==> src/rtl/seg7_scan_counter.sv <==
// N-digit BCD up/down event counter with prescaled step,
// parallel load and a multiplexed 7-segment display scanner.
module seg7_scan_counter #(
   parameter int DIGITS       = 4,
   parameter int TICK_DIV     = 1000000,
   parameter int SCAN_DIV     = 1000,
   parameter int BLANK_LZ     = 1,
   parameter int COMMON_ANODE = 0
) (
   input  logic                  clk,
   input  logic                  rst,
   input  logic                  en,
   input  logic                  up_dn,
   input  logic                  load,
   input  logic [4*DIGITS-1:0]   load_val,
   output logic [4*DIGITS-1:0]   count_bcd,
   output logic                  tick,
   output logic                  wrap,
   output logic [6:0]            seg,
   output logic [DIGITS-1:0]     dig_sel
);

   localparam int PW = $clog2(TICK_DIV);
   localparam int SW = $clog2(SCAN_DIV);
   localparam int IW = (DIGITS > 1) ? $clog2(DIGITS) : 1;
   localparam logic [PW-1:0] P_LAST = PW'(TICK_DIV - 1);
   localparam logic [SW-1:0] S_LAST = SW'(SCAN_DIV - 1);
   localparam logic [IW-1:0] I_LAST = IW'(DIGITS - 1);
   localparam logic [6:0] SEG0 =
      (COMMON_ANODE != 0) ? 7'b1000000 : 7'b0111111;
   localparam logic [DIGITS-1:0] SEL0 =
      (COMMON_ANODE != 0) ? ~DIGITS'(1) : DIGITS'(1);

   logic [4*DIGITS-1:0] r_count;
   logic [PW-1:0]       r_pre;
   logic [SW-1:0]       r_sc;
   logic [IW-1:0]       r_idx;
   logic                r_tick;
   logic                r_wrap;
   logic [6:0]          r_seg;
   logic [DIGITS-1:0]   r_sel;

   logic [4*DIGITS-1:0] w_next;
   logic [4*DIGITS-1:0] w_load;
   logic                w_all9;
   logic                w_all0;
   logic                w_cy;
   logic [3:0]          w_d;
   logic [3:0]          w_dig;
   logic                w_nz;
   logic [6:0]          w_seg;
   logic [DIGITS-1:0]   w_sel;

   function automatic logic [6:0] dec(input logic [3:0] d);
      case (d)
         4'd0:    dec = 7'b0111111;
         4'd1:    dec = 7'b0000110;
         4'd2:    dec = 7'b1011011;
         4'd3:    dec = 7'b1001111;
         4'd4:    dec = 7'b1100110;
         4'd5:    dec = 7'b1101101;
         4'd6:    dec = 7'b1111101;
         4'd7:    dec = 7'b0000111;
         4'd8:    dec = 7'b1111111;
         4'd9:    dec = 7'b1101111;
         default: dec = 7'b0000000;
      endcase
   endfunction

   // Ripple carry/borrow through the BCD digits
   always_comb begin
      w_next = r_count;
      w_load = '0;
      w_all9 = 1'b1;
      w_all0 = 1'b1;
      w_cy   = 1'b1;
      w_d    = '0;
      for (int i = 0; i < DIGITS; i++) begin
         w_d = r_count[4*i +: 4];
         if (w_d != 4'd9) w_all9 = 1'b0;
         if (w_d != 4'd0) w_all0 = 1'b0;
         if (w_cy) begin
            if (up_dn) begin
               w_next[4*i +: 4] =
                  (w_d == 4'd9) ? 4'd0 : w_d + 4'd1;
               w_cy = (w_d == 4'd9);
            end else begin
               w_next[4*i +: 4] =
                  (w_d == 4'd0) ? 4'd9 : w_d - 4'd1;
               w_cy = (w_d == 4'd0);
            end
         end
         w_load[4*i +: 4] = (load_val[4*i +: 4] > 4'd9) ?
            4'd9 : load_val[4*i +: 4];
      end
   end

   always_comb begin
      w_dig = '0;
      w_nz  = 1'b0;
      for (int i = 0; i < DIGITS; i++) begin
         if (IW'(i) == r_idx) w_dig = r_count[4*i +: 4];
         if (IW'(i) >= r_idx && r_count[4*i +: 4] != 4'd0)
            w_nz = 1'b1;
      end
      w_seg = dec(w_dig);
      if (BLANK_LZ != 0 && r_idx != '0 && !w_nz)
         w_seg = 7'b0000000;
      w_sel = DIGITS'(1) << r_idx;
      if (COMMON_ANODE != 0) begin
         w_seg = ~w_seg;
         w_sel = ~w_sel;
      end
   end

   always_ff @(posedge clk) begin
      if (rst) begin
         r_count <= '0;
         r_pre   <= '0;
         r_sc    <= '0;
         r_idx   <= '0;
         r_tick  <= 1'b0;
         r_wrap  <= 1'b0;
         r_seg   <= SEG0;
         r_sel   <= SEL0;
      end else begin
         r_seg  <= w_seg;
         r_sel  <= w_sel;
         r_tick <= 1'b0;
         r_wrap <= 1'b0;
         if (r_sc == S_LAST) begin
            r_sc  <= '0;
            r_idx <= (r_idx == I_LAST) ? '0 : r_idx + 1'b1;
         end else begin
            r_sc <= r_sc + 1'b1;
         end
         if (load) begin
            r_count <= w_load;
            r_pre   <= '0;
         end else if (en) begin
            if (r_pre == P_LAST) begin
               r_pre   <= '0;
               r_count <= w_next;
               r_tick  <= 1'b1;
               r_wrap  <= up_dn ? w_all9 : w_all0;
            end else begin
               r_pre <= r_pre + 1'b1;
            end
         end
      end
   end

   assign count_bcd = r_count;
   assign tick      = r_tick;
   assign wrap      = r_wrap;
   assign seg       = r_seg;
   assign dig_sel   = r_sel;

endmodule
==> config.mk <==
export PLATFORM = sky130hd
export DESIGN_NAME = seg7_scan_counter
export DESIGN_NICKNAME = d
export VERILOG_FILES = /design/src/rtl/seg7_scan_counter.sv
export SDC_FILE = /design/constraint.sdc
export NUM_CORES = 1
export LEC_CHECK = 0
export BUFFER_PORTS_ARGS = -buffer_cell sky130_fd_sc_hd__buf_2
export CELL_PAD_IN_SITES_DETAIL_PLACEMENT = 1
export CELL_PAD_IN_SITES_GLOBAL_PLACEMENT = 2
export CORE_AREA = 2 2 106 108
export DETAILED_ROUTE_END_ITERATION = 6
export DIE_AREA = 0 0 108 110
export MAX_ROUTING_LAYER = met4
export PLACE_DENSITY = 0.89
export SYNTH_ARGS = -nofsm -noshare
export SYNTH_HDL_FRONTEND = slang
export SYNTH_SLANG_ARGS = --single-unit
==> constraint.sdc <==
create_clock -name clk -period 2.4 [get_ports clk]
set_input_delay 0.24 -clock clk [delete_from_list [all_inputs] [get_ports clk]]
set_output_delay 0.24 -clock clk [all_outputs]
set_load 0.01 [all_outputs]
==> results of run 1 <==
==> worst max-delay path, stage by stage (launching register included) <==
cell      delay, ps
dfxtp_1         380
or4_4           580
nor4_4          270
buf_4           180
nand4_2         190
mux2_2          320
a311oi_1        240
==> synth_stat cells (all sizes together), types with 5 or more instances <==
master   n
dfxtp   61
nor2    57
nand2   30
clkbuf  29
xor2    20
o21ai   18
inv     17
xnor2   16
nand3   15
nor3    14
nor4    13
nand4   12
a211oi  11
ha      11
a21oi   10
nand3b   7
nor2b    7
nor3b    7
and3     6
mux2i    6
a31oi    5
or3      5
==> power by group through the flow <==
stage / registers, mW / logic [mW] / clock network (mW)
after CTS: 1.07 / 0.358 / 0.968
after global routing: 1.07 / 0.397 / 1.02
after global placement: 1.09 / 0.344 / 0
after detailed placement: 1.09 / 0.356 / 0
after floorplan: 1.09 / 0.210 / 0
final: 1.07 / 0.356 / 0.943
==> metal layers <==
metal | global-route usage | up-vias | part of all wire
met1 | 0.2279 | 1712 | 0.45
li1 | - | 1706 | -
met4 | 0.08150 | 0 | 0.025
met2 | 0.3208 | 63 | 0.48
met3 | 0.04350 | 26 | 0.037
met5 | - | - | 0
==> state kept, by name, summed over array words and instances (netlist names) <==
name / flops
count_bcd: 16
dig_sel: 4
r_idx: 2
r_pre: 20
r_sc: 10
seg: 7
tick: 1
wrap: 1
==> final timing paths <==
kind | from | end | slack [ps] | cells after the start
hold / removal | load_val[6] | count_bcd[6]$_SDFFE_PP0P_ | 110 | 3
hold reg to reg | r_sc[0]$_SDFF_PP0_ | r_sc[0]$_SDFF_PP0_ | 460 | 1
setup / recovery | r_pre[6]$_SDFFE_PP0P_ | count_bcd[12]$_SDFFE_PP0P_ | 140 | 6
setup reg to reg | r_pre[6]$_SDFFE_PP0P_ | count_bcd[12]$_SDFFE_PP0P_ | 140 | 6
==> through the flow <==
step	setup slack, ps	util	power, mW	instance area, µm²
final	140.5	0.4026	2.367	4307
after global routing	7.755	0.4026	2.485	4307
after CTS	70.14	0.4013	2.394	4293
after detailed placement	97.87	0.3827	1.447	4094
after global placement	173.2	0.3827	1.434	4094
after floorplan	304.1	-	1.304	3575
==> final cells by class <==
| class | count | area share |
|---|---|---|
| clock inverter | 7 | 0.01743 |
| inverter | 17 | 0.01482 |
| clock buffer | 9 | 0.02876 |
| timing repair buffer | 77 | 0.1087 |
| multi-input combinational | 336 | 0.5058 |
| sequential | 61 | 0.2838 |
| tap | 140 | 0.04067 |
==> cell families after synthesis <==
kind of cell	count (synthesis)
multiplexers	8
flip-flops	61
adder cells (fa/ha/maj)	11
buffers and inverters	48
XOR/XNOR	36
AND/OR/NAND/NOR	196
AO/OA/AOI/OAI	85
==> repair_timing <==
action                     in CTS  in global routing
setup buffers                   0                  1
setup endpoints to repair       0                  9
gates resized for setup         0                  3
==> results.cfg, run 1 <==
[finish]
finish.net_count = 534
diodes = 0
area_growth_pct = 20.48
num-fill-cells = 1291
drive_above_1_share = 0.2130
mostFrequentLayoutCells = dfxtp_1, nor2_1, buf_2
stdcell_count = 647
final_common_cell = dfxtp_1
seq_area_mm2 = 0.001222
multiInputGateArea_mm2 = 0.002178

[timing]
relSlewSlack = 0.5678
worst_pin_slew_ps = 643.3
final-setup-viol-count = 0
holdWs_ps = 111.0
slew_viol_final = 0
rsz0062_at_grt = no
skew_ps = 10.07
hold_viol = 0
fmax_ghz = 0.4426
post-route-period-util = 0.9415
tns_ps = 0
layout_min_cycle_time_ps = 2260

[grt]
grt_pass1_vias = 3549
antenna_found_initial = 0
grt_pass1_wl_um = 17550
grt_max_degree = 25
gr-total-overflow = 0
grt.total_usage = 0.1937

[logic_synthesis]
ys.flop_type = dfxtp_1
synthCells = 445
synth_adder_area_share = 0.03850
yosys.area_share.xor_xnor = 0.08820
synth_top_area_frac = 0.3416
synth-simple-area-share = 0.2933
synth_edf_count = 0
netlist_top_cells_area = dfxtp_1, nor2_1, xor2_1
async_flop_share = 0
synth-compound-area-share = 0.1649
avgSynthCellArea_um2 = 8.033
synthMuxAreaShare = 0.02310
ys_seq_elements = 61
ys_types = 56
synth_top_family_by_area = simple AND/OR/NAND/NOR gates
seq_area_frac_synth = 0.3416
synth_nets = 477
yosys_warnings = 0
synth_top_cell_by_area = dfxtp_1
synth_area_mm2 = 0.003575

[pwr]
worst_ir_drop_vdd_mv = 0.3024
pwr-share-comb = 0.150
p_leak_nw = 1.728
p_switching_mw = 0.6921
switching_share = 0.2924
clockPowerShare = 0.398
p_int_mw = 1.675
p_per_area_mw_per_mm2 = 549.5
seqPwrFrac = 0.451

[floorplanning]
rows = 38
core_mm2 = 0.01070
die_w_um = 108
dieArea_mm2 = 0.01188
die_h_um = 110
ios = 50
start_util = 0.3342

[drt]
drtPass1Iterations = 4
drtIter0Drc = 149
wirelength_um = 10670
postRouteAntennaNets = 0
vias = 3507
wire_per_inst_um = 16.49
via_per_inst = 5.420
drc = 0

[place]
port_buffers = 49
gp_congestion = 0.8146
dpl.hpwl_um = 7780
dp_cells = 630

[worst_setup_path]
critical_path_arrival_ps = 2520
path_class = register to register
worst-path-max-fanout = 7
end_kind = register
worstPathRequired_ps = 2660
start_kind = register

[outcome]
status = complete, no violations

[clock_tree]
clkTransAtPathRegs_ps = 80
numCtsBuffers = 9
cts_tree = done
cts_num_sinks = 61
clk_latency_ps = 350
clockBufferDepth = 2
root_buffer = clkbuf_8
cts_htree_levels = 3
cts_hold_buf = 0

[min_path]
hp-class = input port to register

[run]
cap_violations = 0
(Power assumes the default switching activity.)
==> run 2: changes to the inputs <==
Settings changed: CAP_MARGIN set to 30, PLACE_DENSITY 0.89 to unset, PLACE_DENSITY_LB_ADDON set to 0.1.
==> run 2 against run 1 <==
Clock-buffer cell count increased by 2. Final cell count grew 0.62%. Via count decreased by 2.1%. Clock skew barely moved. Hold slack got worse by 12 ps. Utilization down 0.13 points. Wire length fell by 4.6%. Combinational power hardly changed. Sequential power about the same. Final area shrank 0.32%. Register-to-register slack hardly changed. Critical path type unchanged.
==> results.cfg, run 2 (same netlist as run 1, synthesis figures left out) <==
[place]
port_buffers = 49
gp_congestion = 0.7734
dpl.hpwl_um = 7617

[clock_tree]
cts_hold_buf = 0
cts_tree = done
clk_latency_ps = 350
numCtsBuffers = 9
cts_htree_levels = 3
root_buffer = clkbuf_8
clockBufferDepth = 2
cts_num_sinks = 61
clkTransAtPathRegs_ps = 70

[floorplanning]
start_util = 0.3342
die_h_um = 110
ios = 50
dieArea_mm2 = 0.01188
rows = 38
core_mm2 = 0.01070
die_w_um = 108

[timing]
hold_viol = 0
post-route-period-util = 0.9441
fmax_ghz = 0.4413
rsz0062_at_grt = no
worst_pin_slew_ps = 569.0
relSlewSlack = 0.6172
holdWs_ps = 99.14
skew_ps = 9.608
tns_ps = 0
layout_min_cycle_time_ps = 2266
final-setup-viol-count = 0
slew_viol_final = 0

[worst_setup_path]
slowest_stage = or4_4
cp.depth = 6
crit_start = r_pre[6]$_SDFFE_PP0P_
critical_path_buf_inv_count = 1
r2r-start = r_pre[6]$_SDFFE_PP0P_
regToRegSetupSlack_ps = 130
crit_chain = or4_4 -> nor4_4 -> buf_4 -> nand4_2 -> mux2_2 -> a311oi_1
max_stage_delay_ps = 570
r2r_cells = 6
worstSetupEndpoint = count_bcd[12]$_SDFFE_PP0P_
path_class = register to register
worstPathRequired_ps = 2660
path_delay_family = simple AND/OR/NAND/NOR gates
critical_path_arrival_ps = 2520
end_kind = register
worst-path-max-fanout = 7
worstReg2RegEnd = count_bcd[12]$_SDFFE_PP0P_
start_kind = register

[drt]
drtPass1Iterations = 4
via_per_inst = 5.275
postRouteAntennaNets = 0
drtIter0Drc = 135
vias = 3434
drc = 0
wire_per_inst_um = 15.64
wirelength_um = 10180

[finish]
final_common_cell = dfxtp_1
drive_above_1_share = 0.2153
multiInputGateArea_mm2 = 0.002173
num-fill-cells = 1320
area_growth_pct = 20.09
largest_reg_flops = 20
mostFrequentLayoutCells = dfxtp_1, nor2_1, buf_2
finish.net_count = 538
diodes = 0
largest-register = r_pre
seq_area_mm2 = 0.001224

[grt]
grt-busiest-layer = met2
grt_max_degree = 25
grt_pass1_vias = 3514
grt_pass1_wl_um = 17240
met3_usage = 0.03410
antenna_found_initial = 0
use_met1 = 0.2302
grt.total_usage = 0.1903
gr-total-overflow = 0
use_met2 = 0.3230

[pwr]
pwr-share-comb = 0.162
switching_share = 0.2896
p_leak_nw = 1.739
p_int_mw = 1.561
clockPowerShare = 0.354
worst_ir_drop_vdd_mv = 0.2638
seqPwrFrac = 0.484
p_per_area_mw_per_mm2 = 511.8
p_switching_mw = 0.6363

[min_path]
hp-class = input port to register

[run]
cap_violations = 0

[outcome]
status = complete, no violations
## run 2: cell types whose count changed in the layout (fill, tap and decap cells not counted), sizes merged
cell | previous run | this run
clkinv | 2 | 4
inv | 18 | 17
bufinv | 1 | 0
clkbuf | 9 | 11
buf | 77 | 81
clkinvlp | 3 | 1
## run 2: stage by stage
stage | setup slack [ps] | utilization | cells | instance area, µm² | total power [mW]
after floorplan | 304.1 | - | 445 | 3575 | 1.304
after global placement | 96.23 | 0.3855 | 634 | 4124 | 1.437
after detailed placement | 88.50 | 0.3855 | 634 | 4124 | 1.445
after CTS | 49.93 | 0.4004 | 650 | 4283 | 2.231
after global routing | 25.20 | 0.4013 | 651 | 4293 | 2.328
final | 134.1 | 0.4013 | 651 | 4293 | 2.197
## run 2: layout make-up
| cell class | instances | area share |
|---|---|---|
| clock buffer | 11 | 0.03060 |
| clock inverter | 5 | 0.006412 |
| inverter | 17 | 0.01486 |
| multi-input combinational | 336 | 0.5063 |
| sequential | 61 | 0.2850 |
| tap | 140 | 0.04080 |
| timing repair buffer | 81 | 0.1160 |
## run 2: per-layer routing
metal	wire, µm	share of wire	vias to the layer above
met4	157	0.015	0
met1	4810	0.47	1672
met5	0	0	-
met2	4958	0.49	35
li1	-	-	1715
met3	259	0.025	12
## run 2: worst min-delay path by stage
| stage | from | end | slack [ps] | cells after the start |
|---|---|---|---|---|
| after detailed placement | r_sc[0]$_SDFF_PP0_ | r_sc[0]$_SDFF_PP0_ | 450 | 1 |
| after CTS | load_val[5] | count_bcd[5]$_SDFFE_PP0P_ | 90 | 3 |
| after global placement | r_sc[0]$_SDFF_PP0_ | r_sc[0]$_SDFF_PP0_ | 430 | 1 |
| final | load_val[5] | count_bcd[5]$_SDFFE_PP0P_ | 100 | 3 |
| after global routing | load_val[6] | count_bcd[6]$_SDFFE_PP0P_ | 100 | 3 |
| after floorplan | load_val[5] | count_bcd[5]$_SDFFE_PP0P_ | 350 | 2 |
## run 2: tightest hold or removal path, delay by kind of cell
family,cells,cell delay (ps)
AOI/OAI and AO/OA,1,60
buffers and inverters,1,90
and+or+nand+nor,1,40
## run 2: what timing repair did
item                       4_1_cts  5_1_grt
buffers inserted                 0        1
resized for setup                0        3
setup endpoints to repair        0        8
## run 2: power groups by stage
stage               sequential [mW]  clock (mW)  combinational, mW
floorplan                      1.09           0              0.210
global placement               1.09           0              0.351
detailed placement             1.09           0              0.358
CTS                            1.06       0.808              0.359
global route                   1.07       0.857              0.403
finish                         1.06       0.777              0.356
==> run 3: changes to the inputs <==
Settings changed: RECOVER_POWER set to 50.
Clock period 2.4 ns to 2.3 ns, I/O delays scaled along.
==> run 3 against run 2 <==
Wire length rose by 3.7%. Hold slack worse by 10 ps. Sequential power rose by 5%. Critical path depth is 1 higher. Largest cell class unchanged. Highest routed layer unchanged.
==> results.cfg, run 3 (same netlist as run 1, synthesis figures left out) <==
[worst_setup_path]
r2r_cells = 7
slowest_stage = or4b_4
regToRegSetupSlack_ps = 90
worstPathRequired_ps = 2520
critical_path_arrival_ps = 2430
r2r-start = r_pre[7]$_SDFFE_PP0P_
worst-path-max-fanout = 8
start_kind = register
path_class = register to register
worstReg2RegEnd = count_bcd[9]$_SDFFE_PP0P_
end_kind = register
crit_chain = or4b_4 -> nor4_4 -> buf_4 -> nand4_1 -> buf_6 -> nor3_1 -> a2111oi_2
max_stage_delay_ps = 570

[clock_tree]
cts_tree = done
clk_latency_ps = 350
clockBufferDepth = 2
numCtsBuffers = 9
root_buffer = clkbuf_8
cts_htree_levels = 3
cts_hold_buf = 0
cts_num_sinks = 61
clkTransAtPathRegs_ps = 70

[pwr]
p_leak_nw = 1.726
p_per_area_mw_per_mm2 = 582.8
worst_ir_drop_vdd_mv = 0.1731

[finish]
largest-register = r_pre
diodes = 0
utilization = 0.4116
finish.net_count = 543
area_growth_pct = 23.17
seq_area_mm2 = 0.001224
mostFrequentLayoutCells = dfxtp_1, nor2_1, buf_2
num-fill-cells = 1330
multiInputGateArea_mm2 = 0.002223
final_area_mm2 = 0.004403
drive_above_1_share = 0.1977
largest_reg_flops = 20
final_common_cell = dfxtp_1

[place]
dpl.hpwl_um = 7710
placed_cell_area_mm2 = 0.004161
gp_congestion = 0.8068
port_buffers = 49

[min_path]
whs_path_depth = 3
hp-start = load_val[13]
hp-class = input port to register
holdPathEnd = count_bcd[13]$_SDFFE_PP0P_

[grt]
grt_max_degree = 25
grt_pass1_vias = 3517
antenna_found_initial = 0
gr-total-overflow = 0
grt.total_usage = 0.1933
grt_pass1_wl_um = 17500

[floorplanning]
start_util = 0.3342
core_mm2 = 0.01070
dieArea_mm2 = 0.01188
die_w_um = 108
ios = 50
rows = 38
die_h_um = 110

[outcome]
status = complete, no violations

[timing]
relSlewSlack = 0.5909
post-route-period-util = 0.9590
final-setup-viol-count = 0
fmax_ghz = 0.4534
layout_min_cycle_time_ps = 2206
skew_ps = 5.882
worst_pin_slew_ps = 608.0
hold_viol = 0
slew_viol_final = 0

[drt]
wire_per_inst_um = 16.09
drtIter0Drc = 121
postRouteAntennaNets = 0
drc = 0
drtPass1Iterations = 4
wirelength_um = 10560
via_per_inst = 5.256
vias = 3448

[run]
cap_violations = 0
[run 3: cell types whose count changed in the layout (fill, tap and decap cells not counted), moves of 2 or more]
cell       change
buf_2         -15
clkbuf_1      +22
clkbuf_8       +5
ha_1           -4
clkinv_2       -4
a211oi_1       -2
buf_4          -5
a211oi_2       +2
ha_2           +4
a2111oi_0      -2
[run 3: per-layer routing]
| layer | up-vias | global-route usage | share of wire | routed length, µm |
|---|---|---|---|---|
| met5 | - | - | 0 | 0 |
| met3 | 9 | 0.04233 | 0.027 | 290 |
| li1 | 1721 | - | - | - |
| met2 | 41 | 0.3293 | 0.50 | 5300 |
| met4 | 0 | 0.05586 | 0.0089 | 94 |
| met1 | 1677 | 0.2307 | 0.46 | 4872 |
[run 3: final cells by class]
type	instances	area share
Sequential cell	61	0.2779
Multi-Input combinational cell	336	0.5050
Inverter	17	0.01449
Tap cell	140	0.03978
Clock buffer	14	0.04376
Timing Repair Buffer	86	0.1105
Clock inverter	2	0.008525
[run 3: how the worst max path moves through the flow]
| stage | from | slack (ps) | end |
|---|---|---|---|
| after floorplan | count_bcd[14]$_SDFFE_PP0P_ | 200 | seg[4]$_SDFF_PP1_ |
| after global placement | r_idx[1]$_SDFFE_PP0P_ | 140 | seg[4]$_SDFF_PP1_ |
| after detailed placement | r_idx[1]$_SDFFE_PP0P_ | 50 | seg[4]$_SDFF_PP1_ |
| after CTS | r_idx[1]$_SDFFE_PP0P_ | 10 | seg[1]$_SDFF_PP1_ |
| after global routing | r_pre[7]$_SDFFE_PP0P_ | -30 | count_bcd[9]$_SDFFE_PP0P_ |
| final | r_pre[7]$_SDFFE_PP0P_ | 90 | count_bcd[9]$_SDFFE_PP0P_ |
[run 3: stage by stage]
step | std cells | hold slack [ps] | total power [mW] | setup WS [ps] | TNS (ps)
after floorplan | 445 | 338.6 | 1.361 | 204.1 | 0
after CTS | 655 | 85.73 | 2.604 | 14.17 | 0
final | 656 | 88.82 | 2.566 | 94.24 | 0
after global routing | 656 | 97.54 | 2.705 | -29.28 | -29.28
after detailed placement | 639 | 443.1 | 1.511 | 45.49 | 0
after global placement | 639 | 428.6 | 1.506 | 143.0 | 0
[run 3: report_power, final]
part	internal, mW	switching [mW]	total (mW)
combinational	0.153	0.218	0.372
clock	0.649	0.437	1.09
sequential	1.09	0.0220	1.11
total	1.89	0.677	2.57
[run 3: what timing repair did]
item	in CTS	in global routing
setup endpoints to repair	0	13
resized for setup	0	16
setup buffers	0	1
[run 3: critical path: cells and delay by family (launching register included)]
kind | cells | cell delay (ps)
buf+inv | 2 | 380
flops | 1 | 350
simple gates | 4 | 1250
compound gates | 1 | 90
